===== src/rtl/io_pkg.sv =====
// Shared definitions for the CPU I/O output-port write path.
//   WORD_WIDTH_DEF / PORT_COUNT_DEF : default word width and port count
//   io_word_t                       : one data word at the default width
//   cnt_width()                     : width of a 0..depth occupancy counter
package io_pkg;

  localparam int WORD_WIDTH_DEF = 36;
  localparam int PORT_COUNT_DEF = 4;

  typedef logic [WORD_WIDTH_DEF-1:0] io_word_t;

  // Count must reach depth itself, so one bit more than the pointer width.
  function automatic int cnt_width(input int depth);
    return $clog2(depth) + 1;
  endfunction

endpackage


===== src/rtl/io_port_fifo.sv =====
// One output port's FIFO: stores CPU stores, presents them to a device
// through valid/ready.
// Optional feature macro: IO_OUT_OVERRUN_CNT_EN (saturating count of
// stores rejected because the FIFO was full).
// Ports:
//   clock, reset   rising-edge clock, synchronous active-high reset
//   active, wren   this port selected by the decoder / store qualifier
//   write_data     store data
//   full           registered, FIFO holds DEPTH words
//   out_data       head word, 0 while empty
//   out_valid      FIFO not empty
//   out_ready      device consumes the head word this cycle
//   overrun_count  rejected-store count (macro only)
module io_port_fifo
  import io_pkg::*;
#(
  parameter int WORD_WIDTH = WORD_WIDTH_DEF,
  parameter int DEPTH      = 2,
  parameter int CNT_WIDTH  = 8
) (
  input  logic                  clock,
  input  logic                  reset,
  input  logic                  active,
  input  logic                  wren,
  input  logic [WORD_WIDTH-1:0] write_data,
  output logic                  full,
  output logic [WORD_WIDTH-1:0] out_data,
  output logic                  out_valid,
  input  logic                  out_ready
`ifdef IO_OUT_OVERRUN_CNT_EN
  ,
  output logic [CNT_WIDTH-1:0]  overrun_count
`endif
);

  localparam int CW = cnt_width(DEPTH);
  localparam int PW = CW - 1;

  logic [WORD_WIDTH-1:0] mem_q [DEPTH];
  logic [WORD_WIDTH-1:0] mem_d [DEPTH];
  logic [PW-1:0]         wr_ptr_q, wr_ptr_d;
  logic [PW-1:0]         rd_ptr_q, rd_ptr_d;
  logic [CW-1:0]         count_q, count_d;
  logic                  full_q, full_d;
  logic                  push, pop;

  // Push is gated by the registered full the CPU saw, so a full FIFO that
  // pops in the same cycle still rejects the store.
  assign push      = active & wren & ~full_q;
  assign out_valid = (count_q != '0);
  assign pop       = out_valid & out_ready;

  always_comb begin
    mem_d    = mem_q;
    wr_ptr_d = wr_ptr_q;
    rd_ptr_d = rd_ptr_q;
    if (push) begin
      mem_d[wr_ptr_q] = write_data;
      wr_ptr_d        = wr_ptr_q + 1'b1;  // DEPTH is a power of 2: natural wrap
    end
    if (pop) begin
      rd_ptr_d = rd_ptr_q + 1'b1;
    end
    count_d = count_q + CW'(push) - CW'(pop);
    full_d  = (count_d == CW'(DEPTH));
  end

  always_ff @(posedge clock) begin
    if (reset) begin
      wr_ptr_q <= '0;
      rd_ptr_q <= '0;
      count_q  <= '0;
      full_q   <= 1'b0;
    end else begin
      wr_ptr_q <= wr_ptr_d;
      rd_ptr_q <= rd_ptr_d;
      count_q  <= count_d;
      full_q   <= full_d;
    end
  end

  // Storage needs no reset: out_data is forced to 0 whenever empty.
  always_ff @(posedge clock) begin
    mem_q <= mem_d;
  end

  assign full     = full_q;
  assign out_data = out_valid ? mem_q[rd_ptr_q] : '0;

`ifdef IO_OUT_OVERRUN_CNT_EN
  logic [CNT_WIDTH-1:0] ovr_q, ovr_d;
  logic                 reject;

  assign reject = active & wren & full_q;

  always_comb begin
    ovr_d = ovr_q;
    if (reject && (ovr_q != '1)) begin
      ovr_d = ovr_q + 1'b1;  // saturates at all-ones
    end
  end

  always_ff @(posedge clock) begin
    if (reset) ovr_q <= '0;
    else       ovr_q <= ovr_d;
  end

  assign overrun_count = ovr_q;
`endif

endmodule


===== src/rtl/io_out_port_buffer.sv =====
// Device-side end of the CPU I/O port write path: one FIFO per output port.
// Optional feature macro: IO_OUT_OVERRUN_CNT_EN (adds overrun_count).
// Ports:
//   clock, reset   rising-edge clock, synchronous active-high reset
//   active         registered one-hot port select from the port decoder
//   wren           store qualifier, same cycle as active
//   write_data     store data
//   full           per-port registered full flag back to the CPU
//   out_data       port i at [i*WORD_WIDTH +: WORD_WIDTH]
//   out_valid      per-port word available
//   out_ready      per-port device accept
//   overrun_count  port i at [i*CNT_WIDTH +: CNT_WIDTH] (macro only)
module io_out_port_buffer
  import io_pkg::*;
#(
  parameter int WORD_WIDTH = WORD_WIDTH_DEF,
  parameter int PORT_COUNT = PORT_COUNT_DEF,
  parameter int DEPTH      = 2,
  parameter int CNT_WIDTH  = 8
) (
  input  logic                             clock,
  input  logic                             reset,
  input  logic [PORT_COUNT-1:0]            active,
  input  logic                             wren,
  input  logic [WORD_WIDTH-1:0]            write_data,
  output logic [PORT_COUNT-1:0]            full,
  output logic [PORT_COUNT*WORD_WIDTH-1:0] out_data,
  output logic [PORT_COUNT-1:0]            out_valid,
  input  logic [PORT_COUNT-1:0]            out_ready
`ifdef IO_OUT_OVERRUN_CNT_EN
  ,
  output logic [PORT_COUNT*CNT_WIDTH-1:0]  overrun_count
`endif
);

  // Multiple active bits are a decoder protocol error; each selected port
  // still independently accepts the word if it has room.
  for (genvar i = 0; i < PORT_COUNT; i++) begin : g_port
    io_port_fifo #(
      .WORD_WIDTH (WORD_WIDTH),
      .DEPTH      (DEPTH),
      .CNT_WIDTH  (CNT_WIDTH)
    ) u_fifo (
      .clock      (clock),
      .reset      (reset),
      .active     (active[i]),
      .wren       (wren),
      .write_data (write_data),
      .full       (full[i]),
      .out_data   (out_data[i*WORD_WIDTH +: WORD_WIDTH]),
      .out_valid  (out_valid[i]),
      .out_ready  (out_ready[i])
`ifdef IO_OUT_OVERRUN_CNT_EN
      ,
      .overrun_count (overrun_count[i*CNT_WIDTH +: CNT_WIDTH])
`endif
    );
  end

endmodule


===== config.mk =====
export PLATFORM = sky130hd
export DESIGN_NAME = io_out_port_buffer
export DESIGN_NICKNAME = d
export VERILOG_FILES = /design/src/rtl/io_pkg.sv /design/src/rtl/io_port_fifo.sv /design/src/rtl/io_out_port_buffer.sv
export SDC_FILE = /design/constraint.sdc
export NUM_CORES = 1
export LEC_CHECK = 0
export ABC_AREA = 1
export BUFFER_PORTS_ARGS = -buffer_cell sky130_fd_sc_hd__buf_4
export CORE_ASPECT_RATIO = 0.8
export CORE_MARGIN = 5
export CORE_UTILIZATION = 40
export DETAILED_ROUTE_END_ITERATION = 8
export GPL_TIMING_DRIVEN = 0
export PLACE_DENSITY_LB_ADDON = 0.3
export SLEW_MARGIN = 20
export SYNTH_ARGS = -nofsm -noshare
export SYNTH_HDL_FRONTEND = slang
export SYNTH_HIERARCHICAL = 1
export SYNTH_SLANG_ARGS = --single-unit

===== constraint.sdc =====
create_clock -name clock -period 3.15 [get_ports clock]
set_input_delay 0.63 -clock clock [delete_from_list [all_inputs] [get_ports clock]]
set_output_delay 0.63 -clock clock [all_outputs]
set_load 0.01 [all_outputs]

Word-level counts from Yosys, hierarchy flattened. Cells that the tools add are included.

Register bits after elaboration: 308. Word-level logic and storage cells: 116. Output and inout port bits: 152. Input bits: 47.

Add/subtract/negate cells: 16. Muxes and demuxes: 28. Eq/ne operators: 4. Bitwise logic cells: 24. Reduce and logical (&&, ||, !) cells: 8. $lt $le $gt $ge: 12.

Operators with widths (count): 36-bit two-way mux (20); 72-bit bitwise mux (4); 36-bit demux with 1-bit select (4); 2-bit >= comparator, second input constant (8); 1-bit NOT with 2-bit output (8); 1-bit bitwise AND (12); 1-bit adder, second input constant (8); 2-bit by 1-bit adder with 2-bit output (4); 2-bit equality test, second input constant (4); 2-bit by 1-bit < comparator with 1-bit output, second input constant (4); 2-bit nonzero test (4); 2-bit by 1-bit subtractor with 2-bit output (4); 1-bit logical AND (4); 1-bit NOT (4).

Logic depth before layout (Yosys ltp). Gate-level depths: netlist of run 1.

Depth in word-level cells: 6. Mapped depth: 13. Depth with buffers taken out: 13.

By module. Netlist of run 1, hierarchy kept.

Modules (own cells, without submodules): io_port_fifo (area each 3155.5 um^2, instances 4, sequential area each 2262.2 um^2, cells each 229).

Worst setup path after synthesis of run 1. OpenSTA, ideal clock, no wires.

Path type: input-to-reg. From: in active[0]. To: reg g_port[0].u_fifo/mem_q[0] (netlist name), enable pin. Buffers on the path: 0. Stages on the path: 2. Slack: 353 ps. Library setup time: 431 ps. Arrival time: 2366 ps. Data required time: 2719 ps. Cell sequence: nand3_1 -> nor2_1.

Cells in the longest elaborated chain, start to end: 2.

Ends and longest elaborated chain: start: declaration (line io_out_port_buffer.sv:23) `input logic [PORT_COUNT-1:0] active,`; 1-bit bitwise AND (2 in a row) (line io_port_fifo.sv:49) `assign push = active & wren & ~full_q;`; end signal: assignment (line io_port_fifo.sv:84) `mem_q <= mem_d;`; end: declaration (line io_port_fifo.sv:39) `logic [WORD_WIDTH-1:0] mem_q [DEPTH];`.

Every way passes these cells. A chain may end at the register's enable or synchronous reset.

Final worst setup path of run 1.
From: reg g_port[0].u_fifo.rd_ptr_q. To: out out_data[12].

Cells in the longest elaborated chain, start to end: 5.

Ends and longest elaborated chain: start: declaration (line io_port_fifo.sv:42) `logic [PW-1:0] rd_ptr_q, rd_ptr_d;`; start signal: assignment (line io_port_fifo.sv:76) `rd_ptr_q <= rd_ptr_d;`; 1-bit NOT with 2-bit output (not written as such) (line io_port_fifo.sv:88) `assign out_data = out_valid ? mem_q[rd_ptr_q] : '0;`; 36-bit two-way mux (not written as such) (3 in a row) (line io_port_fifo.sv:88); 36-bit two-way mux (line io_port_fifo.sv:88); end: declaration (line io_out_port_buffer.sv:27) `output logic [PORT_COUNT*WORD_WIDTH-1:0] out_data,`.

Every way passes these cells. The select of a mux whose other input is x is not followed.

==> out/metrics.cfg, run 1 <==
[routing]
route.vias.total = 7706
drc_errors = 0
via_per_inst = 4.801
wl_per_cell_um = 19.75
wirelength_mm = 31.70
antenna_left = 0
detail_route.first_pass.iterations = 5
drt-initial-drc-count = 432

[run]
drv_cap = 0

[worst_setup_path]
critPathMaxFanout = 10
critical_path_arrival_ns = 1.84
cp-start-kind = register
critPathMaxStageDelay_ns = 0.33
r2r_start = g_port[3].u_fifo/full
reg2reg_slack_ns = 1.33
r2r-end = g_port[3].u_fifo/mem_q[11]
worstSetupEndpointType = output port
crit_chain = inv_2 -> buf_2 -> nand2_1 -> a21oi_2 -> buf_4
path_class = reg -> out
reg2reg_depth = 4
cp.required_ns = 2.52
critical_path.slowest_cell = dfxtp_1

[clock_tree]
cts_buffer_depth = 3
numCtsBuffers = 34
postCtsHoldBufs = 0
cts_tree = yes
cts-root-buf = clkbuf_16
cts.clk_slew.worst_paths_ns = 0.06
htree_levels = 2
cts-resized-gates = 0
cts_setup_buffers = 0
cts_sinks = 308
worstSkewPairLatency_ns = 0.52

[timing]
min_period_over_period_pct = 78.54
skew_ns = 0.01288
slew_headroom_pct = 52.63
rsz0062_at_grt = false
slew_violations = 0
clock.fmax_mhz = 404.2
hold_viol = 0
timing.final.crit_period_ns = 2.474
finalSetupTns_ns = 0
setup_viol = 0
tightest_slew_ns = 0.7089

[yosys]
synth-simple-area-share_pct = 13.20
synth.yosys.warnings = 6
ys_ff_latch = 308
yosys.area.top_type_share_pct = 68.52
synthCells = 916
ys_top_cells_by_area = edfxtp_1 (69%), a21oi_2 (8.0%), nand2_1 (6.7%)
avgSynthCellArea_um2 = 13.78
synth_compound_area_share_pct = 9.635
synth_cell_types = 20
synth.mux.area_fraction_pct = 0
synth_most_common_cell = edfxtp_1
synth_area_um2 = 12620
synth_top_family_by_area = simple AND/OR/NAND/NOR gates
yosysSeqAreaShare_pct = 71.69
synth-edff-count = 288
synth-adder-area-share_pct = 0.3965
synth_nets = 967
synthArstFlopShare_pct = 0
synth_xor_area_share_pct = 0
ys.flop_type = edfxtp_1
synth_top_area_cell = edfxtp_1
ys_top_cells_by_count = edfxtp_1 (288), nand2_1 (224), a21oi_2 (116)

[floorplanning]
die_w_um = 208.6
die_y_um = 168.9
rows = 58
die_area_um2 = 35230
ioPinCount = 199
initial_core_util_pct = 40.36
core_um2 = 31280

[min_path]
hp-start = write_data[32]
hold_class = in -> reg
hold_end = g_port[1].u_fifo/mem_q[32]
min_path_cells = 1

[power]
power_density_nw_per_um2 = 890.7
vdd_drop_max_mv = 0.4853
totalPowerFinal_mw = 14.22
p_leak_nw = 5.982

[cells_and_area]
num_antenna_cells = 0
drive_above_1_share_pct = 45.40
seqCellArea_um2 = 9049
final_design_area_no_fill_um2 = 15970
fillCellCount = 2632
multi_input_area_um2 = 2993
nNetsFinal = 1211
area_delta_synth_final_pct = 26.52
final_cells = 1605
final_util_pct = 51.06

[global_routing]
grt_max_degree = 23
grt_pass1_vias = 7634
grt_use_total_pct = 17.66
grt_antenna_before_repair = 0
grt_pass1_wl_mm = 47.31
gr-total-overflow = 0

[placed_design]
dp.cells = 1544
dp_hpwl_mm = 21.89
gp_congestion = 0.7816
port_buffers = 198
placed_area_um2 = 14950

[status]
status = completed

layout by cell type, fill, tap and decap left out, drive strengths merged:
master / count
ha: 4
inv: 50
a21oi: 148
dfxtp: 20
clkinvlp: 1
nor2: 28
nor3: 4
nand2: 312
clkbuf: 42
edfxtp: 288
nand3: 12
o21ai: 8
buf: 252
clkinv: 16
report_power, final:
group	switching, mW	total (mW)	leakage [nW]	internal, mW
logic	3.40	5.65	2.67	2.24
clock network	1.54	3.59	0.504	2.05
registers	0.138	4.99	2.81	4.85
area by class of cell:
class / instances / share of cell area, %
multi-input combinational: 516 / 18.74
buffer: 44 / 2.883
inverter: 48 / 1.128
clock inverter: 19 / 0.7130
timing repair buffer: 208 / 10.94
sequential: 308 / 56.66
clock buffer: 42 / 5.641
tap: 420 / 3.291
layer usage:
metal	share of wire, %	track usage (%)	routed length, µm
met3	6.5	3.891	2056
met5	0	0	0
met4	1.3	3.432	425
met2	46	28.02	14610
met1	46	25.49	14610
cell families after synthesis:
logic type	count (synthesis)
flops	308
simple gates	356
compound gates	156
buf+inv	92
fa+ha+maj	4
worst max-delay path by stage:
| stage | start | to | slack [ns] | cells past startpoint |
|---|---|---|---|---|
| 3_3_place_gp | wren | g_port[2].u_fifo/mem_q[10] | -1.21 | 3 |
| 2_1_floorplan | active[0] | g_port[0].u_fifo/mem_q[0] | 0.35 | 2 |
| 6_report | g_port[0].u_fifo/rd_ptr_q | out_data[12] | 0.68 | 5 |
| 4_1_cts | g_port[0].u_fifo/rd_ptr_q | out_data[12] | 0.61 | 5 |
| 5_1_grt | g_port[0].u_fifo/rd_ptr_q | out_data[12] | 0.55 | 5 |
| 3_5_place_dp | wren | g_port[3].u_fifo/mem_q[11] | 0.88 | 4 |
stage by stage:
stage          setup WS (ns)  hold WS (ns)
2_1_floorplan         0.3532        0.4812
3_3_place_gp          -1.206        0.4924
3_5_place_dp          0.8761        0.5323
4_1_cts               0.6094        0.3180
5_1_grt               0.5501        0.3320
6_report              0.6761        0.3500
worst max-delay path, delay by kind of cell (launching register included):
| family | cells | cell delay [ns] |
|---|---|---|
| buffers and inverters | 3 | 0.69 |
| flip-flops | 1 | 0.33 |
| AO/OA/AOI/OAI | 1 | 0.21 |
| AND/OR/NAND/NOR | 1 | 0.10 |
sequential cells by signal, indices dropped and copies added, names as in the netlist:
signal	cells
g_port.u_fifo/mem_q	288
g_port.u_fifo/count_q	8
g_port.u_fifo/full	4
g_port.u_fifo/rd_ptr_q	4
g_port.u_fifo/wr_ptr_q	4
Note: power is estimated with default switching activity, not from simulation.
==> run 2, diff against run 1 <==
==> constraint.sdc (replaced) <==
create_clock -name clock -period 2.2 [get_ports clock]
set_input_delay 0.44 -clock clock [delete_from_list [all_inputs] [get_ports clock]]
set_output_delay 0.44 -clock clock [all_outputs]
set_load 0.01 [all_outputs]
==> run 2 against run 1 <==
  * Register-to-register slack worse by 0.95 ns
  * Wire length is 1.7% higher
  * First-iteration DRC count is 0.46% lower
  * Core utilization is 0.31 points higher
  * Global-route usage is 0.44 points higher
  * Combinational power is 49% higher
  * Critical path type unchanged
  * Critical endpoint is now out_data[18]
  * Highest routed layer unchanged
==> out/metrics.cfg, run 2 (same netlist as run 1, synthesis figures left out) <==
[status]
status = completed

[global_routing]
top_usage_layer = met2
grt_pass1_wl_mm = 48.56  ; +2.6%
use_met3_pct = 4.428  ; +0.54 points
grt_pass1_vias = 7758  ; +1.6%
grt_use_met2_pct = 29.10  ; +1.1 points
grt_max_degree = 23  ; unchanged
grt_use_total_pct = 18.10  ; +0.44 points
grt_antenna_before_repair = 0  ; unchanged
gr-total-overflow = 0  ; unchanged
grt_use_met1_pct = 25.88  ; +0.39 points

[routing]
wirelength_mm = 32.24  ; +1.7%
drc_errors = 0  ; unchanged
drt-initial-drc-count = 430  ; -0.46%
via_per_inst = 4.752  ; -1.0%
wl_per_cell_um = 20.05  ; +1.5%
detail_route.first_pass.iterations = 4  ; -1
route.vias.total = 7641  ; -0.84%
antenna_left = 0  ; unchanged

[worst_setup_path]
crit_chain = nor2_4 -> buf_8 -> buf_6 -> a21oi_2 -> buf_4
critical_path_arrival_ns = 1.70  ; -0.14 ns
reg2reg_depth = 4  ; unchanged
critical_path.slowest_cell = dfxtp_1
cp.required_ns = 1.76  ; -0.76 ns
critPathMaxFanout = 10  ; unchanged
worstSetupEndpointType = output port
critPathMaxStageDelay_ns = 0.34  ; about the same
path_class = reg -> out
cp-start-kind = register

[clock_tree]
cts_buffer_depth = 3  ; unchanged
cts.clk_slew.worst_paths_ns = 0.06  ; about the same
htree_levels = 1  ; -1
cts-root-buf = clkbuf_16
cts_sinks = 308  ; unchanged
numCtsBuffers = 31  ; -8.8%
worstSkewPairLatency_ns = 0.57  ; +0.05 ns
postCtsHoldBufs = 0  ; unchanged
cts_tree = yes

[power]
vdd_drop_max_mv = 0.8378  ; +73%
power_density_nw_per_um2 = 1296  ; +45%
p_leak_nw = 6.035  ; +0.89%

[timing]
clock.fmax_mhz = 467.0
rsz0062_at_grt = true
timing.final.crit_period_ns = 2.141
min_period_over_period_pct = 97.33
slew_headroom_pct = 53.28  ; +0.65 points
hold_viol = 0  ; unchanged
slew_violations = 0  ; unchanged
finalSetupTns_ns = 0  ; unchanged
skew_ns = 0.01563  ; +0.002755 ns
tightest_slew_ns = 0.6991  ; -0.009750 ns
setup_viol = 0  ; unchanged

[cells_and_area]
seqCellArea_um2 = 9057  ; about the same
top_register = g_port.u_fifo/mem_q
multi_input_area_um2 = 3012  ; +0.63%
num_antenna_cells = 0  ; unchanged
final_cells = 1608  ; +0.19%
area_delta_synth_final_pct = 27.29
final_design_area_no_fill_um2 = 16070  ; +0.61%
reg_top3 = g_port.u_fifo/mem_q x288, g_port.u_fifo/count_q x8
nNetsFinal = 1216  ; +0.41%
final_cell_mix = edfxtp_1 (288), nand2_1 (224), buf_4 (215)
drive_above_1_share_pct = 46.21  ; +0.81 points
fillCellCount = 2636  ; +0.15%
largest_reg_flops = 288  ; unchanged
mostFrequentLayoutCell = edfxtp_1

[floorplanning]
die_area_um2 = 35230  ; unchanged
ioPinCount = 199  ; unchanged
rows = 58  ; unchanged
initial_core_util_pct = 40.36  ; unchanged
die_y_um = 168.9  ; unchanged
die_w_um = 208.6  ; unchanged
core_um2 = 31280  ; unchanged

[placed_design]
dp.cells = 1542  ; -0.13%
gp_congestion = 0.7547  ; -3.4%
port_buffers = 198  ; unchanged
placed_area_um2 = 14860  ; -0.62%
dp_hpwl_mm = 21.70  ; -0.86%

[min_path]
hold_class = in -> reg
min_path_cells = 1  ; unchanged

[run]
drv_cap = 0  ; unchanged

==> run 2: cell count changes in the layout (fill, tap and decap cells not counted), moves of 4 or more <==
cell / change
inv_4: +4
buf_12: +6
buf_8: +8
bufinv_16: +4
dfxtp_2: +4
buf_4: +9
buf_16: -7
inv_2: -4
dfxtp_1: -5
buf_2: -6
==> run 2: final timing paths <==
path	start	to	slack (ns)
setup / recovery	g_port[0].u_fifo/count_q[0]	out_data[18]	0.06
hold / removal	write_data[17]	g_port[0].u_fifo/mem_q[17]	0.11
setup reg to reg	g_port[1].u_fifo/full	g_port[1].u_fifo/mem_q[53]	0.38
hold reg to reg	g_port[3].u_fifo/wr_ptr_q	g_port[3].u_fifo/wr_ptr_q	0.54
==> run 2: timing repair <==
action	4_1_cts	5_1_grt
endpoints found under the setup margin	92	41
pin swaps	2	1
gates resized for setup	18	21
cloned	2	0
setup buffers	8	0
==> run 2: critical path: cells and delay by family, from the launching register on <==
family	cells	cell delay, ns
AOI/OAI and AO/OA	1	0.06
buffers and inverters	3	0.53
and+or+nand+nor	1	0.21
DFF	1	0.34
==> run 2: final cells by class <==
type	instances	area share (%)
buffer	44	3.395
clock buffer	39	5.140
clock inverter	17	1.160
inverter	48	1.184
multi-input combinational	516	18.74
sequential	308	56.37
tap	420	3.271
timing repair buffer	216	10.73
==> run 2: per-stage QoR <==
stage | hold slack (ns) | util, % | power [mW] | setup slack, ns
final | 0.1075 | 51.37 | 20.82 | 0.05864
after global routing | 0.08556 | 51.37 | 21.96 | -0.008337
after global placement | 0.5036 | 46.85 | 15.30 | -0.7919
after floorplan | 0.4921 | - | 11.78 | 0.1745
after detailed placement | 0.5244 | 47.52 | 15.46 | 0.1160
after CTS | 0.07940 | 51.12 | 20.93 | 0.01287
==> run 2: per-layer routing <==
metal	wire, µm	vias to the layer above
met5	0	-
met4	303	0
met3	2006	23
met2	14980	199
met1	14950	3755
li1	-	3664
==> run 2: report_power, final <==
part / switching (mW) / internal [mW] / leakage [nW]
clock network: 2.13 / 3.11 / 0.500
registers: 0.219 / 6.95 / 2.81
logic: 4.97 / 3.45 / 2.73
total: 7.31 / 13.5 / 6.04
==> run 3, diff against run 2 <==
==> constraint.sdc (replaced) <==
create_clock -name clock -period 2.2 [get_ports clock]
set_input_delay 0 -clock clock [delete_from_list [all_inputs] [get_ports clock]]
set_output_delay 0 -clock clock [all_outputs]
set_load 0.01 [all_outputs]
==> run 3 against run 2 <==
  * Worst hold slack improved by 0.0076 ns
  * Sequential power about the same
  * First-iteration DRC count increased by 10%
  * Die area did not move
  * Clock skew grew 0.0025 ns
  * Critical path type unchanged
  * Critical endpoint is now out_data[83]
  * Largest power group unchanged
==> out/metrics.cfg, run 3 (same netlist as run 1, synthesis figures left out) <==
[placed_design]
placed_area_um2 = 14860  ; unchanged
gp_congestion = 0.7547  ; unchanged
port_buffers = 198  ; unchanged
dp_hpwl_mm = 21.70  ; unchanged

[global_routing]
gr-total-overflow = 0  ; unchanged
grt_pass1_vias = 7864  ; +1.4%
grt_antenna_before_repair = 0  ; unchanged
grt_pass1_wl_mm = 48.65  ; +0.19%
grt_use_total_pct = 18.05  ; -0.047 points
grt_max_degree = 23  ; unchanged

[cells_and_area]
mostFrequentLayoutCell = edfxtp_1
area_delta_synth_final_pct = 29.01
top_register = g_port.u_fifo/mem_q
final_cell_mix = edfxtp_1 (288), nand2_1 (224), buf_4 (206)
reg_top3 = g_port.u_fifo/mem_q x288, g_port.u_fifo/count_q x8
nNetsFinal = 1247  ; +2.5%
drive_above_1_share_pct = 43.56  ; -2.7 points
largest_reg_flops = 288  ; unchanged
num_antenna_cells = 0  ; unchanged
final_design_area_no_fill_um2 = 16280  ; +1.4%

[floorplanning]
die_y_um = 168.9  ; unchanged
die_area_um2 = 35230  ; unchanged
ioPinCount = 199  ; unchanged
core_um2 = 31280  ; unchanged
initial_core_util_pct = 40.36  ; unchanged
rows = 58  ; unchanged
die_w_um = 208.6  ; unchanged

[worst_setup_path]
critPathMaxStageDelay_ns = 0.36  ; +0.02 ns
cp-start-kind = register
critical_path_arrival_ns = 1.90  ; +0.20 ns
r2r_start = g_port[1].u_fifo/full
reg2reg_depth = 4  ; unchanged
r2r-end = g_port[1].u_fifo/mem_q[53]
cp.required_ns = 2.20  ; +0.44 ns
critical_path.slowest_cell = buf_2
critPathMaxFanout = 10  ; unchanged
crit_family = buffers and inverters
critPathBufInv = 3  ; unchanged
worstSetupEndpointType = output port
reg2reg_slack_ns = 0.36  ; -0.02 ns
crit_chain = inv_2 -> buf_2 -> nand2_1 -> a21oi_2 -> buf_4
path_class = reg -> out

[routing]
via_per_inst = 4.727  ; -0.53%
antenna_left = 0  ; unchanged
wl_per_cell_um = 19.57  ; -2.4%
drc_errors = 0  ; unchanged
wirelength_mm = 32.08  ; -0.49%
drt-initial-drc-count = 475  ; +10%
route.vias.total = 7747  ; +1.4%
detail_route.first_pass.iterations = 5  ; +1

[power]
p_leak_nw = 6.110  ; +1.2%
power_density_nw_per_um2 = 1257  ; -3.0%
totalPowerFinal_mw = 20.48  ; -1.6%
vdd_drop_max_mv = 0.8434  ; +0.66%

[run]
drv_cap = 0  ; unchanged

[clock_tree]
cts-root-buf = clkbuf_16
cts-resized-gates = 0  ; -18
numCtsBuffers = 31  ; unchanged
cts_sinks = 308  ; unchanged
cts.clk_slew.worst_paths_ns = 0.06  ; about the same
worstSkewPairLatency_ns = 0.57  ; about the same
htree_levels = 1  ; unchanged
cts_tree = yes
cts_buffer_depth = 3  ; unchanged

[timing]
min_period_over_period_pct = 86.16  ; -11 points
slew_violations = 0  ; unchanged
skew_ns = 0.01817  ; +0.002536 ns
hold_viol = 0  ; unchanged
whs_ns = 0.1151  ; +0.007579 ns
timing.final.crit_period_ns = 1.895  ; -0.2459 ns
rsz0062_at_grt = false
slew_headroom_pct = 52.61  ; -0.68 points
tightest_slew_ns = 0.7092  ; +0.01011 ns
clock.fmax_mhz = 527.6  ; +13%
setup_viol = 0  ; unchanged
finalSetupTns_ns = 0  ; unchanged

[min_path]
hp-start = active[3]
hold_end = g_port[3].u_fifo/count_q[1]
min_path_cells = 5  ; +4
hold_class = in -> reg

[status]
status = completed

run 3: cell count changes in the layout (fill, tap and decap cells not counted), sizes merged:
cell         before  now
buf             260  250
dlygate4sd3       0   41
run 3: where the power goes:
part | internal, mW | switching, mW | total [mW] | leakage [nW]
Clock | 3.11 | 2.11 | 5.22 | 0.500
Combinational | 3.23 | 4.87 | 8.10 | 2.80
Sequential | 6.95 | 0.204 | 7.15 | 2.81
run 3: layout make-up:
class	instances	area, µm²
clock inverters	17	186.4
well taps	420	525.5
clock buffers	39	825.8
fillers	2615	14990
plain buffers	44	460.4
repair buffers	247	2064
inverters	48	180.2
multi-input cells	516	2993
flip-flops and latches	308	9049
run 3: layer usage:
| layer | GRT usage (%) | vias up | wire (µm) |
|---|---|---|---|
| met2 | 29.00 | 226 | 14830 |
| met1 | 25.65 | 3763 | 14730 |
| li1 | - | 3728 | - |
| met4 | 2.921 | 0 | 424 |
| met5 | 0 | - | 0 |
| met3 | 4.465 | 30 | 2103 |
run 3: worst max-delay path by stage:
| stage | start | end | slack (ns) | cells after the start |
|---|---|---|---|---|
| final | g_port[2].u_fifo/rd_ptr_q | out_data[83] | 0.30 | 5 |
| after CTS | g_port[0].u_fifo/rd_ptr_q | out_data[7] | 0.25 | 5 |
| after floorplan | g_port[0].u_fifo/full | g_port[0].u_fifo/mem_q[0] | 0.25 | 3 |
| after detailed placement | g_port[1].u_fifo/full | g_port[1].u_fifo/mem_q[47] | 0.35 | 4 |
| after global routing | g_port[2].u_fifo/rd_ptr_q | out_data[82] | 0.16 | 5 |
| after global placement | g_port[1].u_fifo/full | g_port[1].u_fifo/mem_q[11] | -0.56 | 3 |
run 3: per-stage QoR:
| stage | utilization [%] | worst slack (ns) | instances |
|---|---|---|---|
| floorplan | - | 0.2485 | 916 |
| global placement | 46.85 | -0.5612 | 1534 |
| detailed placement | 47.52 | 0.3510 | 1542 |
| CTS | 52.06 | 0.2521 | 1639 |
| global route | 52.06 | 0.1625 | 1639 |
| finish | 52.06 | 0.3045 | 1639 |
run 3: repair_timing:
item | CTS | global route
hold buffers | 41 | 0
endpoints found under the hold margin | 308 | 0
buffers inserted | 0 | 0
run 3: worst reg2reg max path: stages, from the launching register on:
cell	delay, ns
dfxtp_1	0.34
inv_1	0.06
nand3_1	0.24
nor2_4	0.64
buf_16	0.25
